===== src/rtl/c5_reg_bank_pkg.sv =====
// Shared index codes and clear-FSM encoding for the c5 multi-port register bank.
package c5_reg_bank_pkg;

  typedef enum logic {
    ST_CLEAR = 1'b0,
    ST_IDLE  = 1'b1
  } state_e;

  // Index codes are AW+1 bits wide; callers truncate with an explicit cast.
  function automatic logic [31:0] idx_zero(input int unsigned aw);
    return 32'(aw) & 32'd0;
  endfunction

  function automatic logic [31:0] idx_status(input int unsigned aw);
    return (32'd1 << aw) | 32'd12;
  endfunction

  function automatic logic [31:0] idx_epc(input int unsigned aw);
    return (32'd1 << aw) | 32'd14;
  endfunction

  function automatic logic [31:0] idx_vec(input int unsigned aw);
    return (32'd1 << (aw + 32'd1)) - 32'd1;
  endfunction

endpackage


===== src/rtl/c5_reg_bank_ram.sv =====
// One register-file copy: synchronous write, asynchronous read.
module c5_reg_bank_ram #(
  parameter int unsigned WIDTH = 32,
  parameter int unsigned AW    = 5
) (
  input  logic             clk_i,
  input  logic             we_i,
  input  logic [AW-1:0]    waddr_i,
  input  logic [WIDTH-1:0] wdata_i,
  input  logic [AW-1:0]    raddr_i,
  output logic [WIDTH-1:0] rdata_o
);

  localparam int unsigned DEPTH = 2 ** AW;

  logic [WIDTH-1:0] mem_q [DEPTH];

  always_ff @(posedge clk_i) begin
    if (we_i) mem_q[waddr_i] <= wdata_i;
  end

  assign rdata_o = mem_q[raddr_i];

endmodule


===== src/rtl/c5_reg_bank_mp.sv =====
// Multi-read-port register bank with CP0 interrupt enable/EPC and a post-reset clear engine.
// Optional same-cycle write-to-read forwarding: define C5_REG_BANK_MP_BYPASS_EN.
module c5_reg_bank_mp
  import c5_reg_bank_pkg::*;
#(
  parameter int unsigned WIDTH  = 32,
  parameter int unsigned AW     = 5,
  parameter int unsigned NUM_RD = 2,
  parameter logic [31:0] IVEC   = 32'h0000_003C
) (
  input  logic                     I_clk,
  input  logic                     I_rst_n,
  input  logic                     I_pause,
  input  logic [NUM_RD*(AW+1)-1:0] I_rs_index,
  input  logic [AW:0]              I_rd_index,
  input  logic [WIDTH-1:0]         I_reg_dest_new,
  output logic [NUM_RD*WIDTH-1:0]  O_reg_out,
  output logic                     O_intr_enable,
  output logic                     O_busy
);

  localparam int unsigned IW    = AW + 1;
  localparam int unsigned DEPTH = 2 ** AW;

  localparam logic [IW-1:0] I_ZERO   = IW'(idx_zero(AW));
  localparam logic [IW-1:0] I_STATUS = IW'(idx_status(AW));
  localparam logic [IW-1:0] I_EPC    = IW'(idx_epc(AW));
  localparam logic [IW-1:0] I_VEC    = IW'(idx_vec(AW));

  state_e           state_q, state_d;
  logic [AW-1:0]    cnt_q, cnt_d;
  logic             busy_q, busy_d;
  logic             ie_q, ie_d;

  logic             clr_c;
  logic             wr_en_c;
  logic [AW-1:0]    wr_slot_c;
  logic             ram_we_c;
  logic [AW-1:0]    ram_waddr_c;
  logic [WIDTH-1:0] ram_wdata_c;

  always_ff @(posedge I_clk) begin
    if (!I_rst_n) begin
      state_q <= ST_CLEAR;
      cnt_q   <= '0;
      busy_q  <= 1'b1;
      ie_q    <= 1'b0;
    end else begin
      state_q <= state_d;
      cnt_q   <= cnt_d;
      busy_q  <= busy_d;
      ie_q    <= ie_d;
    end
  end

  // Clear engine: one slot per cycle, leaves CLEAR after writing the last slot.
  always_comb begin
    state_d = state_q;
    cnt_d   = cnt_q;
    clr_c   = 1'b0;
    case (state_q)
      ST_CLEAR: begin
        clr_c = 1'b1;
        cnt_d = cnt_q + AW'(1);
        if (cnt_q == AW'(DEPTH - 1)) state_d = ST_IDLE;
      end
      ST_IDLE: ;
      default: state_d = ST_CLEAR;
    endcase
    busy_d = (state_d == ST_CLEAR);
  end

  // Interrupt enable tracks STATUS writes and exception entry, independent of stall.
  always_comb begin
    ie_d = ie_q;
    if (I_rd_index == I_EPC)         ie_d = 1'b0;
    else if (I_rd_index == I_STATUS) ie_d = I_reg_dest_new[0];
  end

  assign wr_en_c   = (I_rd_index != I_ZERO) && (I_rd_index != I_STATUS) &&
                     !I_pause && !busy_q && I_rst_n;
  assign wr_slot_c = (I_rd_index == I_EPC) ? '0 : I_rd_index[AW-1:0];

  assign ram_we_c    = I_rst_n && (clr_c || wr_en_c);
  assign ram_waddr_c = clr_c ? cnt_q : wr_slot_c;
  assign ram_wdata_c = clr_c ? '0 : I_reg_dest_new;

  for (genvar k = 0; k < NUM_RD; k++) begin : g_port
    logic [IW-1:0]    idx;
    logic [AW-1:0]    slot;
    logic [WIDTH-1:0] rdata;
    logic [WIDTH-1:0] out_c;

    assign idx  = I_rs_index[k*IW +: IW];
    assign slot = (idx == I_EPC) ? '0 : idx[AW-1:0];

    c5_reg_bank_ram #(.WIDTH(WIDTH), .AW(AW)) u_ram (
      .clk_i   (I_clk),
      .we_i    (ram_we_c),
      .waddr_i (ram_waddr_c),
      .wdata_i (ram_wdata_c),
      .raddr_i (slot),
      .rdata_o (rdata)
    );

    // Later assignments win: ZERO over busy over port-0 decodes over array data.
    always_comb begin
      out_c = rdata;
`ifdef C5_REG_BANK_MP_BYPASS_EN
      if (wr_en_c && (slot == wr_slot_c)) out_c = I_reg_dest_new;
`endif
      if ((k == 0) && (idx == I_STATUS)) out_c = WIDTH'(ie_q);
      if ((k == 0) && (idx == I_VEC))    out_c = WIDTH'(IVEC);
      if (busy_q)                        out_c = '0;
      if (idx == I_ZERO)                 out_c = '0;
    end

    assign O_reg_out[k*WIDTH +: WIDTH] = out_c;
  end

  assign O_intr_enable = ie_q;
  assign O_busy        = busy_q;

endmodule


===== config.mk =====
export PLATFORM = sky130hd
export DESIGN_NAME = c5_reg_bank_mp
export DESIGN_NICKNAME = d
export VERILOG_FILES = /design/src/rtl/c5_reg_bank_pkg.sv /design/src/rtl/c5_reg_bank_ram.sv /design/src/rtl/c5_reg_bank_mp.sv
export SDC_FILE = /design/constraint.sdc
export NUM_CORES = 2
export LEC_CHECK = 0
export ABC_AREA = 1
export CORE_MARGIN = 2
export CORE_UTILIZATION = 30
export DETAILED_ROUTE_END_ITERATION = 7
export DONT_BUFFER_PORTS = 1
export PLACE_DENSITY = 0.52
export SYNTH_ARGS = -nofsm -noshare
export SYNTH_HDL_FRONTEND = slang
export SYNTH_HIERARCHICAL = 1
export SYNTH_SLANG_ARGS = --single-unit

===== constraint.sdc =====
create_clock -name I_clk -period 8.14 [get_ports I_clk]
set_clock_uncertainty 0.15 [all_clocks]
set_input_delay 2.035 -clock I_clk [delete_from_list [all_inputs] [get_ports I_clk]]
set_output_delay 2.035 -clock I_clk [all_outputs]
set_load 0.02 [all_outputs]

==> results.toml <==
[status]
status = "finished with violations"
violations = "max-slew violations"

[clocking]
cts_root_buf = "clkbuf_16"
postCtsSetupBuffers = 0
cts_tree = "yes"
clk_pin_slew_ns = 0.06
cts.sinks = 2056
htreeDepth = 4
cts_hold_buf = 0
insertion_delay_ns = 0.84
cts_buffer_depth = 4
numCtsBuffers = 201
cts_resized = 0

[synthesis]
synth.distinct_cells = 29
syn_nets = 7352
syn_inst = 7297
yosys_warnings = 6
synth.yosys.seq_area_share_pct = 72.4
ys_seq_elements = 2056
syn_area_sq_mm = 0.0851
syn_avg_cell_area_sq_um = 11.7

[critical_path]
rrSetupSlack_ns = 3.19
reg2reg_depth = 5
cp-start-kind = "input port"
reg2reg_from = "state_q"
r2r_end = "g_port[1].u_ram/mem_q[22][17]"
arrival_ns = 5.85
path_class = "input port to primary output"
crit_path_end_kind = "primary output"
crit_fanout = 516
crit_end = "O_reg_out[2]"
cp.required_ns = 5.96
startpoint = "I_rs_index[0]"

[grt]
grt_pass1_vias = 51800
grt_overflow = 0
grt_max_degree = 517
grt_pass1_wl_mm = 357
grt_use_total_pct = 16.5
antenna_found_initial = 9

[routing]
drc = 0
routed.top_layer = "met4"
m1WireLength_mm = 105
drt-initial-drc-count = 5589
routedWlPerCell_um = 22.1
drtAntennaViolNets = 0
first_pass_iters = 6
drt_wl_total_mm = 245
wl_met2_mm = 116
wl_met3_mm = 14.2
vias = 54300
vias_per_cell = 4.89

[die]
rows = 195
die_x_um = 537
pin_count = 119
core_area_sq_mm = 0.282
die_h_um = 537
initial_core_util_pct = 30.2
die_area_sq_mm = 0.288

[finish]
nFillCells = 27700
drive_gt1_share_pct = 7.57
areaGrowthSynthToFinish_pct = 11.2
finalNetCount = 7262
fin_area_sq_mm = 0.0947
ff_latch_area_sq_mm = 0.0617
multiInputGateArea_sq_mm = 0.0204

[power]
vdd_drop_max_mv = 0.189
power_density_mw_per_mm2 = 225
p_leak_nw = 35.1

[sta]
finalCriticalPeriod_ns = 8.03
tightest_slew_ns = 2.55
fin_hold_ws_ns = 0.356
hold_viol_final = 0
rsz0062_at_grt = "false"
fmax_mhz = 124
slew_viol_final = 349
setup_violations = 0
slew_headroom_pct = -70.1
setup_tns_ns = 0
fin_crit_sh_pct = 98.7

[placement]
place_congestion = 0.813
placed_cell_area_sq_mm = 0.0887
dp_hpwl_mm = 124
port_buffers = 0

[run]
drv_cap = 0

[hold_path]
hold_path_class = "register to register"
hold_depth = 2
logic make-up after synthesis:
| logic type | after synthesis | share of synthesized area (%) |
|---|---|---|
| simple gates | 4659 | 23.2 |
| flops | 2056 | 72.4 |
| buf+inv | 560 | 4.26 |
| compound gates | 20 | 0.122 |
| fa+ha+maj | 2 | 0.0294 |
state kept, by name (all words and copies together) (netlist names):
register	count
state_q	1
cnt_q	5
g_port.u_ram/mem_q	2048
O_busy	1
O_intr_enable	1
worst max-delay path: stages:
cell and delay (ns):
inv_16 0.99, buf_12 0.39, nand2_1 0.09, nand3_1 0.10, nand3_1 0.08, nand2_1 0.11, nand2_1 0.12, nand2_1 0.19
nand2_1 0.07, nand2_1 0.18, nand2_1 0.10, a21oi_1 0.38
synth_stat cells, drive strengths merged:
cell | instances | area [sq um]
nand2 | 2968 | 11200
edfxtp | 2048 | 61500
nand3 | 1567 | 7860
buf | 399 | 3000
inv | 107 | 417
nor2 | 88 | 340
clkbuf | 53 | 199
nor3b | 27 | 318
a21oi | 12 | 60.1
dfxtp | 8 | 160
nor3 | 5 | 25.0
o21ai | 5 | 25.0
nand4 | 4 | 25.0
o22ai | 3 | 18.8
ha | 2 | 25.0
dlygate4sd1 | 1 | 8.76
power breakdown:
| group | switching [W] | internal [W] | total [W] |
|---|---|---|---|
| Clock | 0.00390 | 0.00480 | 0.00870 |
| Sequential | 0.0000128 | 0.0115 | 0.0115 |
| Combinational | 0.000798 | 0.000297 | 0.00109 |
| Total | 0.00471 | 0.0166 | 0.0213 |
worst min path at each step:
stage                     slack [ns]        to  startpoint
after floorplan                 0.31  cnt_q[1]    cnt_q[1]
after global placement          0.34  cnt_q[1]    cnt_q[1]
after detailed placement        0.34  cnt_q[1]    cnt_q[1]
after CTS                       0.35  cnt_q[1]    cnt_q[1]
after global routing            0.38  cnt_q[0]    cnt_q[0]
final                           0.36  cnt_q[3]    cnt_q[3]
area by class of cell:
| cell class | count | share of cell area (%) |
|---|---|---|
| Clock buffer | 251 | 5.56 |
| Multi-Input combinational cell | 4681 | 21.5 |
| Timing Repair Buffer | 160 | 1.63 |
| Clock inverter | 101 | 0.712 |
| Tap cell | 3743 | 4.95 |
| Sequential cell | 2056 | 65.1 |
| Inverter | 107 | 0.485 |
| Antenna cell | 11 | 0.0291 |
placed cells by master (no fill, tap or decap), types with 2 or more instances in the layout:
cell        Yosys  final
nand3_1      1565   1565
inv_1         100     66
nor2_2          4      4
nand2_1      2965   2965
bufinv_16       0      8
diode_2         0     11
nor3_1          5      5
clkinvlp_4      0      3
inv_8           2      3
a21oi_1        12     12
nor3b_2        23     23
o22ai_1         3      3
edfxtp_1     2048   2048
nor2_1         84     14
inv_2           5     35
inv_16          0      2
dfxtp_1         8      7
nor2_4          0     70
nand4_1         4      4
nand2_2         2      2
clkbuf_16       0    203
buf_12          2     27
clkinv_2        0     33
o21ai_0         5      5
nor3b_1         4      4
clkinv_1        0     51
clkbuf_1       53     48
ha_1            2      2
inv_6           0      7
buf_4          50    133
metrics by stage:
stage	power, W	setup WS (ns)	util, %	instances
2_1_floorplan	0.0126	1.99	-	7297
3_3_place_gp	0.0129	1.11	31.4	10700
3_5_place_dp	0.0129	1.18	31.4	10700
4_1_cts	0.0215	1.18	33.5	11100
5_1_grt	0.0220	0.641	33.5	11100
6_report	0.0213	0.107	33.5	11100
routing by layer:
layer	track usage (%)	up-vias
met5	0	-
met4	6.67	0
met3	1.69	377
met2	27.2	1809
met1	22.4	27000
li1	-	25100
(Power assumes the default switching activity.)
